## src/rtl/invader_missiles.sv

```systemverilog
// Enemy missile launcher: N_MSL independent slots that drop from the lowest
// live invader of a pseudo-randomly chosen column, advance once per frame and cool down after retiring.
module invader_missiles #(
   parameter int          N_MSL     = 3,
   parameter int          INV_COLS  = 11,
   parameter int          INV_ROWS  = 5,
   parameter int          STEP      = 4,
   parameter int          FLOOR_Y   = 464,
   parameter int          COL_PITCH = 32,
   parameter int          ROW_PITCH = 32,
   parameter int          SPR_W     = 24,
   parameter int          SPR_H     = 16,
   parameter int          COOLDOWN  = 8,
   parameter logic [15:0] SEED      = 16'hACE1
) (
   input  logic                         clk,
   input  logic                         rst,
   input  logic                         frame,
   input  logic                         enable,
   input  logic [9:0]                   inv_x,
   input  logic [9:0]                   inv_y,
   input  logic [INV_COLS*INV_ROWS-1:0] alive,
   input  logic                         hit_valid,
   input  logic [2:0]                   hit_idx,
   output logic [N_MSL*10-1:0]          m_x,
   output logic [N_MSL*10-1:0]          m_y,
   output logic [N_MSL-1:0]             m_active,
   output logic                         fire
);

   localparam int CW  = (COOLDOWN < 2) ? 1 : $clog2(COOLDOWN + 1);
   localparam int CLW = (INV_COLS < 2) ? 1 : $clog2(INV_COLS);
   localparam int RW  = (INV_ROWS < 2) ? 1 : $clog2(INV_ROWS);
   localparam logic [CW-1:0] COOL_INIT = CW'(COOLDOWN);
   localparam logic [10:0]   FLOOR_11  = 11'(FLOOR_Y);
   localparam logic [10:0]   STEP_11   = 11'(STEP);
   localparam logic [15:0]   LFSR_TAPS = 16'hB400;

   typedef enum logic [1:0] {IDLE = 2'd0, FLY = 2'd1, REST = 2'd2} slot_state_t;

   logic [15:0]                         lfsr_reg;
   logic                                fire_reg;
   logic [CLW-1:0]                      col_sel;
   logic [RW-1:0]                       row_sel;
   logic                                row_found;
   logic [INV_COLS-1:0][INV_ROWS-1:0]   col_alive;
   logic [N_MSL-1:0]                    idle_vec;
   logic [N_MSL-1:0]                    launch_sel;
   logic                                launch_go;
   logic [9:0]                          launch_x;
   logic [9:0]                          launch_y;

   always_ff @(posedge clk or negedge rst) begin
      if (!rst) begin
         lfsr_reg <= SEED;
         fire_reg <= 1'b0;
      end else begin
         lfsr_reg <= {1'b0, lfsr_reg[15:1]} ^ (lfsr_reg[0] ? LFSR_TAPS : 16'h0000);
         fire_reg <= launch_go;
      end
   end

   assign fire = fire_reg;

   // Regroup the row-major alive map so a column can be picked with one index.
   for (genvar gi = 0; gi < INV_COLS; gi++) begin : g_col
      for (genvar gj = 0; gj < INV_ROWS; gj++) begin : g_row
         assign col_alive[gi][gj] = alive[gj*INV_COLS + gi];
      end
   end

   assign col_sel = CLW'(lfsr_reg[7:0] % 8'(INV_COLS));

   always_comb begin
      row_found = 1'b0;
      row_sel   = '0;
      for (int r = 0; r < INV_ROWS; r++) begin
         if (col_alive[col_sel][r]) begin
            row_found = 1'b1;
            row_sel   = RW'(r);
         end
      end
   end

   always_comb begin
      launch_sel = '0;
      for (int k = N_MSL - 1; k >= 0; k--) begin
         if (idle_vec[k]) begin
            launch_sel    = '0;
            launch_sel[k] = 1'b1;
         end
      end
   end

   assign launch_go = frame & enable & row_found & (|idle_vec);
   assign launch_x  = inv_x + 10'(SPR_W / 2) + 10'(COL_PITCH * int'(col_sel));
   assign launch_y  = inv_y + 10'(ROW_PITCH * int'(row_sel)) + 10'(SPR_H);

   for (genvar gi = 0; gi < N_MSL; gi++) begin : g_slot
      slot_state_t   state_reg;
      logic [CW-1:0] cnt_reg;
      logic [9:0]    x_reg;
      logic [9:0]    y_reg;
      logic          active_reg;
      logic [10:0]   y_step;
      logic          hit_here;

      assign y_step   = {1'b0, y_reg} + STEP_11;
      assign hit_here = hit_valid && (hit_idx == 3'(gi));

      // Launch only from IDLE, so a slot retiring this cycle cannot relaunch.
      always_ff @(posedge clk or negedge rst) begin
         if (!rst) begin
            state_reg  <= IDLE;
            cnt_reg    <= '0;
            x_reg      <= '0;
            y_reg      <= '0;
            active_reg <= 1'b0;
         end else begin
            case (state_reg)
               IDLE: begin
                  if (launch_go && launch_sel[gi]) begin
                     state_reg  <= FLY;
                     x_reg      <= launch_x;
                     y_reg      <= launch_y;
                     active_reg <= 1'b1;
                  end
               end
               FLY: begin
                  if (hit_here) begin
                     state_reg  <= REST;
                     cnt_reg    <= COOL_INIT;
                     active_reg <= 1'b0;
                  end else if (frame) begin
                     if (y_step >= FLOOR_11) begin
                        state_reg  <= REST;
                        cnt_reg    <= COOL_INIT;
                        active_reg <= 1'b0;
                     end else begin
                        y_reg <= y_step[9:0];
                     end
                  end
               end
               REST: begin
                  if (frame) begin
                     if (cnt_reg == '0) begin
                        state_reg <= IDLE;
                     end else begin
                        cnt_reg <= cnt_reg - 1'b1;
                     end
                  end
               end
               default: begin
                  state_reg  <= IDLE;
                  active_reg <= 1'b0;
               end
            endcase
         end
      end

      assign idle_vec[gi]         = (state_reg == IDLE);
      assign m_x[10*gi +: 10]     = x_reg;
      assign m_y[10*gi +: 10]     = y_reg;
      assign m_active[gi]         = active_reg;
   end

endmodule

```

## config.mk

```make
export PLATFORM = sky130hd
export DESIGN_NAME = invader_missiles
export DESIGN_NICKNAME = d
export VERILOG_FILES = /design/src/rtl/invader_missiles.sv
export SDC_FILE = /design/constraint.sdc
export NUM_CORES = 1
export LEC_CHECK = 0
export CAP_MARGIN = 5
export CORE_ASPECT_RATIO = 0.8
export CORE_MARGIN = 2
export CORE_UTILIZATION = 52
export DETAILED_ROUTE_END_ITERATION = 8
export PLACE_DENSITY = 0.82
export SETUP_SLACK_MARGIN = 0.2
export SLEW_MARGIN = 20
export SYNTH_ARGS = -nofsm -noshare
export SYNTH_HDL_FRONTEND = slang
export SYNTH_SLANG_ARGS = --single-unit
```

## constraint.sdc

```tcl
create_clock -name clk -period 9 [get_ports clk]
set_input_delay 1.8 -clock clk [delete_from_list [all_inputs] [get_ports clk]]
set_output_delay 1.8 -clock clk [all_outputs]
set_load 0.05 [all_outputs]
```

# Word-level counts from Yosys, hierarchy flattened
# Cells that the tools add are included.
dict set report word_totals {
  reg_bits 98
  inputBits 83
  output_inout_bits 64
  elab_cells 193
}
dict set report op_classes {
  addsub 10
  div_mod_pow 1
  n_lt_le_gt_ge 4
  eq_ne 35
  muxes 84
  bitwise_logic 7
  n_reduce_logical 35
}
# op count
set ops {}
lappend ops {{10-bit two-way mux} 12}
lappend ops {{4-bit two-way mux} 15}
lappend ops {{10-bit case mux with 2 select lines} 3}
lappend ops {{5-bit AND reduction} 9}
lappend ops {{2-bit two-way mux} 18}
lappend ops {{2-bit != test, second input constant} 18}
lappend ops {{10-bit by 3-bit adder with 11-bit output, second input constant} 3}
lappend ops {{11-bit by 9-bit greater-or-equal comparator with 1-bit output, second input constant} 3}
lappend ops {{4-bit case mux with 2 select lines} 3}
lappend ops {{5-bit binary-select mux with 4-bit select} 1}
lappend ops {{1-bit two-way mux} 18}
lappend ops {{3-bit two-way mux} 6}
lappend ops {{3-bit != test, second input constant} 6}
lappend ops {{2-bit case mux with 3 select lines} 3}
lappend ops {{16-bit two-way mux} 1}
lappend ops {{15-bit by 16-bit bitwise XOR with 16-bit output} 1}
lappend ops {{4-bit zero test} 3}
lappend ops {{4-bit AND reduction} 3}
lappend ops {{2-bit nonzero test} 6}
lappend ops {{4-bit by 1-bit subtractor with 4-bit output, second input constant} 3}
lappend ops {{10-bit by 4-bit adder with 10-bit output, second input constant} 1}
lappend ops {{10-bit by 5-bit adder with 10-bit output, second input constant} 1}
lappend ops {{10-bit by 8-bit adder with 10-bit output} 1}
lappend ops {{10-bit by 9-bit adder with 10-bit output} 1}
lappend ops {{other kinds (16)} 37}

# Longest topological paths before layout
dict set report logic_depth {
  word_depth 13
  ltp_mapped 36
  mapped_depth_nobuf 33
}

# Least setup slack after synthesis
# No wires, ideal clock.
dict set report synth_timing {
  kind {flip-flop to flip-flop}
  startpoint {reg lfsr_reg[7]}
  endpoint {reg g_slot[0].y_reg[9]}
  setup_ns 0.121
  t_arrival_ns 6.185
  required_time_ns 8.879
  setup_slack_ns 2.694
  path_stages_with_launch 36
  path_buffers 3
  period_less_slack_ns 6.306
  cell_sequence {dfstp_2 > buf_2 > buf_4 > nor4bb_1 > a211oi_1 > a32o_1 > inv_1 > ha_1 > inv_1 > nand3_1 > a221oi_1 > mux2i_1 > inv_2 > ha_1 > nor2_1 > nor4b_2 > o31ai_2 > nand3_2 > nand2_1 > buf_2 > mux2_2 > a22oi_1 > o211ai_1 > nor2b_1 > nor2_1 > or2_2 > inv_1 > ha_1 > a21o_1 > a21oi_1 > nor2b_1 > o21ai_0 > xnor2_1 > nand2_1 > o31ai_1 > a22o_1}
}
dict set report synth_via {
  elab_chain_cells 13
  elab_cells_between_ends 21
  cone_classes {add/sub: 2; div: 1; eq/ne: 1; mux: 13; bitwise: 2; reduce/logical: 2}
}
# element line_no
set synth_rtl {}
lappend synth_rtl {{from (decl)} 41} ;# logic [15:0] lfsr_reg;
lappend synth_rtl {{from (signal assigned)} 58} ;# lfsr_reg <= {1'b0, lfsr_reg[15:1]} ^ (lfsr_reg[0] ? LFSR_TAPS : 16'h0000);
lappend synth_rtl {{8-bit by 4-bit remainder unit with 8-bit output (*)} 72} ;# assign col_sel = CLW'(lfsr_reg[7:0] % 8'(INV_COLS));
lappend synth_rtl {{5-bit binary-select mux with 4-bit select (*)} 78} ;# if (col_alive[col_sel][r]) begin
lappend synth_rtl {{5-bit two-way mux (implied by the code) (*)} 78}
lappend synth_rtl {{parallel branches: the longest is 10 deep, another holds 10-bit by 8-bit adder with 10-bit output} --}
lappend synth_rtl {{to (signal assigned)} 125} ;# y_reg <= launch_y;
lappend synth_rtl {{to (signal assigned)} 140} ;# y_reg <= y_step[9:0];
lappend synth_rtl {{to (decl)} 103} ;# logic [9:0] y_reg;
# Mark *: on every way between the ends. The select of a mux whose other input is x is not followed.
# A chain may end at the register's enable or synchronous reset.

# Final worst setup path
dict set report layout_timing {
  startpoint {reg lfsr_reg[3]}
  endpoint {reg g_slot[0].y_reg[9]}
}
# Same word-level chain as after synthesis.

==> metrics.md <==
| Metric | Value |
|---|---|
| Worst Path Required | 9240 ps |
| Vias/cell | slightly above 6 |
| Synth top area cells | dfrtp_1 33%, o21ai_0 4.9%, nand2_1 4.1% |
| Unrepaired setup endpoints after global routing | false |
| Main flop type after synthesis | dfrtp_1 |
| CTS max path bufs | 2 |
| Hold-fix buffers, CTS | 0 |
| Fmax | 130.9 MHz |
| Leakage | approximately 3.6 nW |
| Routed WL per cell | 17.93 um |
| Pin count of the biggest net entering global routing | between 60 and 70 |
| Die ar. | 0.01411 mm^2 |
| Final Non-Filler Cells | 1,080 |
| FFs w/ async S/R, synth | 1.000 |
| Drt total wl | between 15,000 and 20,000 um |
| Total GRT Usage | 0.2789 |
| Critical Path Sink Type | flip-flop |
| CTS tree | built |
| Vias in the first global route | 6,109 |
| Worst setup SP type | flip-flop |
| Postcts setup bufs | 0 |
| Worst-path clk slew | 70 ps |
| Switching Share | 0.4872 |
| Chip width | 132.3 um |
| H-tree depth | 3 |
| Setup TNS | 0 ps |
| Max stage delay on crit path | 640 ps |
| HPWL Detailed | 14,590 um |
| Port-buffer cells | 146 |
| P&R area growth vs syn | 27.01% |
| Internal power | 1.349 mW |
| Cell taking the most area after synthesis | dfrtp_1 |
| Post-synth EDFFs | 0 |
| Io pins | approximately 150 |
| Finished Core Util | 0.6758 |
| Count of final hold-check violations | 0 |
| Peak supply drop | 0.3245 mV |
| Worst slew margin | 0.3108 |
| Dpl cells | 1,064 |
| Rows | 37 |
| Status | completed |
| Part of the power in registers | 0.302 |
| Sequential element share of the synthesized area | 0.3596 |
| Drt drc | 0 |
| Nets | around 1,000 |
| Sinks on Clock Net | slightly below 100 |
| Top cell type's share of synthesized area | 0.3289 |
| Share of post-route cells with drive strength above 1 | 0.07182 |
| Total core area | around 0.013 mm^2 |
| FILL cells | 1,049 |
| Comb pwr share | 0.538 |
| GP Congestion | about 0.94 |
| Initial DRC count | 618 |
| Syn nets | 884 |
| Die Ht | 106.6 um |
| Post-synthesis cell count | 781 |
| Worst Hold Class | reg2reg |
| Max-slew violation count | 0 |
| Later-pin clock latency in the skew report | about 350 ps |
| Root Buffer Master | clkbuf_16 |
| First-pass GRT wire length | 31,660 um |
| Power Dens Cells | 302.5 mW/mm^2 |
| Max-cap violation count | 0 |
| Total power | 2.631 mW |
| Cts repair resizes | 0 |
| Finished Cell Area | 0.008697 mm^2 |
| CP max FO | 25 |
| Max Clock Skew | between 10 and 15 ps |
| Worst slew pin tran | a little over 1000 ps |
| Initial antenna violation count | 0 |
| Syn. warnings | 0 |
| Slowest CP cell | dfrtp_1 |
| Routed vias | 6,551 |
| Synth cell types | 91 |
| Synth Register Bits | 98 |
| Kind of critical path | reg2reg |
| Arrival time worst endpoint | 7880 ps |
| Mapped Area | 0.006848 mm^2 |
| ANT cells | 0 |
| GRT Residual Overflow | 0 |
| NetSw | 1.282 mW |
| Initial core utilization | 0.5321 |
| Num CTS Buffers | 9 |
| Final period utilization | 0.8491 |
| Min Tclk post-route | approximately 7600 ps |
| Placed Area | 0.008359 mm^2 |
| Post-DRT Antenna Nets | 0 |
| Finish-stage setup viols | 0 |
| Syn_area_per_cell | 8.768 um^2 |
| Router iterations before antenna repair | 6 |
| Clock Power Share | 0.159 |
-- cell type report --
cell class / count / area, um^2 / share of cell area
clock buffers: 9 / 225.2 / 0.02590
clock inverters: 7 / 107.6 / 0.01237
inverters: 36 / 135.1 / 0.01554
multi-input cells: 603 / 4044 / 0.4650
flip-flops and latches: 98 / 2462 / 0.2831
well taps: 175 / 219.0 / 0.02518
repair buffers: 152 / 1504 / 0.1729
-- final timing paths --
| check | startpoint | end | slack [ps] | depth (start not counted) |
|---|---|---|---|---|
| max in group asynchronous | rst | g_slot[1].y_reg[0] | 6430 | 2 |
| setup reg to reg | lfsr_reg[3] | g_slot[0].y_reg[9] | 1360 | 34 |
| hold reg to reg | lfsr_reg[12] | lfsr_reg[11] | 350 | 0 |
| min in group asynchronous | rst | g_slot[2].y_reg[5] | 1390 | 1 |
| hold / removal | lfsr_reg[12] | lfsr_reg[11] | 350 | 0 |
| setup / recovery | lfsr_reg[3] | g_slot[0].y_reg[9] | 1360 | 34 |
-- cells in the final DEF, fill, tap and decap left out, drive strengths merged, types with 4 or more instances in the layout --
cell	Yosys	layout
clkdlybuf4s50	0	145
dfrtp	90	90
o21ai	78	78
nand2	74	74
nor2	59	59
a21oi	45	45
inv	36	39
mux2	32	32
nand3	31	31
ha	19	19
mux2i	18	18
nand2b	15	15
nor2b	13	13
o22ai	13	13
xnor2	12	12
nor3	12	12
a31oi	12	12
o21a	10	10
a211oi	10	10
clkbuf	24	9
xor2	8	8
dfstp	8	8
o21bai	7	7
a21o	7	7
a22o	7	7
buf	20	7
o31ai	7	7
a211o	6	6
nor3b	6	6
nand4	6	6
a22oi	6	6
or3	6	6
o211ai	5	5
and3	5	5
or2	5	5
nor4bb	4	4
a2bb2oi	4	4
a31o	4	4
a2111oi	4	4
-- cell usage after synthesis, types with 4 or more instances --
cell	instances
o21a_1	10
clkbuf_1	24
a211o_1	6
inv_2	4
inv_1	32
nor3b_1	6
o211ai_1	5
nor2_1	59
nor2b_1	13
o31ai_1	6
buf_4	6
nor4bb_1	4
nand2b_1	15
mux2_2	10
and3_1	5
mux2_1	22
dfrtp_1	90
xnor2_1	12
a22oi_1	6
o21ai_1	10
mux2i_1	18
nand4_1	6
nand3_1	30
a22o_1	7
buf_2	13
ha_1	19
a211oi_1	9
or3_1	5
o21ai_0	67
a31oi_1	12
o21bai_1	7
dfstp_2	8
nor3_1	12
a21oi_1	45
xor2_1	8
a21o_1	7
o22ai_1	13
nand2_1	74
-- power by group through the flow --
stage / combinational, mW / sequential (mW) / clock, mW
4_1_cts: 1.42 / 0.793 / 0.425
2_1_floorplan: 0.528 / 1.21 / 0
3_3_place_gp: 1.39 / 0.790 / 0
6_report: 1.42 / 0.796 / 0.419
5_1_grt: 1.52 / 0.824 / 0.444
3_5_place_dp: 1.41 / 0.795 / 0
-- metrics by stage --
| stage | hold WS [ps] | setup WS [ps] |
|---|---|---|
| floorplan | 331.2 | 2694 |
| global placement | 333.2 | 1715 |
| detailed placement | 341.8 | 1480 |
| CTS | 354.3 | 1437 |
| global route | 365.6 | 713.6 |
| finish | 353.1 | 1358 |
-- routing by layer --
layer	wire, um	part of all wire	GRT usage	vias to the layer above
li1	-	-	-	3120
met4	359	0.019	0.07911	0
met5	0	0	0	-
met1	8689	0.45	0.3838	3153
met3	1716	0.089	0.08652	29
met2	8600	0.44	0.4271	249
-- worst max-delay path, delay by kind of cell, from the launching register on --
family | cells | cell delay (ps)
XOR/XNOR | 1 | 130
flip-flops | 1 | 640
adder cells (fa/ha/maj) | 3 | 820
AND/OR/NAND/NOR | 11 | 2060
AO/OA/AOI/OAI | 11 | 2360
buffers and inverters | 6 | 790
multiplexers | 2 | 700
-- logic make-up (layout without fill, tap and decap cells) --
logic type               Yosys count  count (layout)  share of synthesized area
buffers and inverters             80             204                    0.05061
multiplexers                      51              51                    0.08222
flip-flops                        98              98                     0.3596
XOR/XNOR                          20              20                    0.02558
AND/OR/NAND/NOR                  248             248                     0.1792
adder cells (fa/ha/maj)           20              20                    0.03764
AO/OA/AOI/OAI                    264             264                     0.2651
No activity file was read; power rests on OpenSTA's default activity.
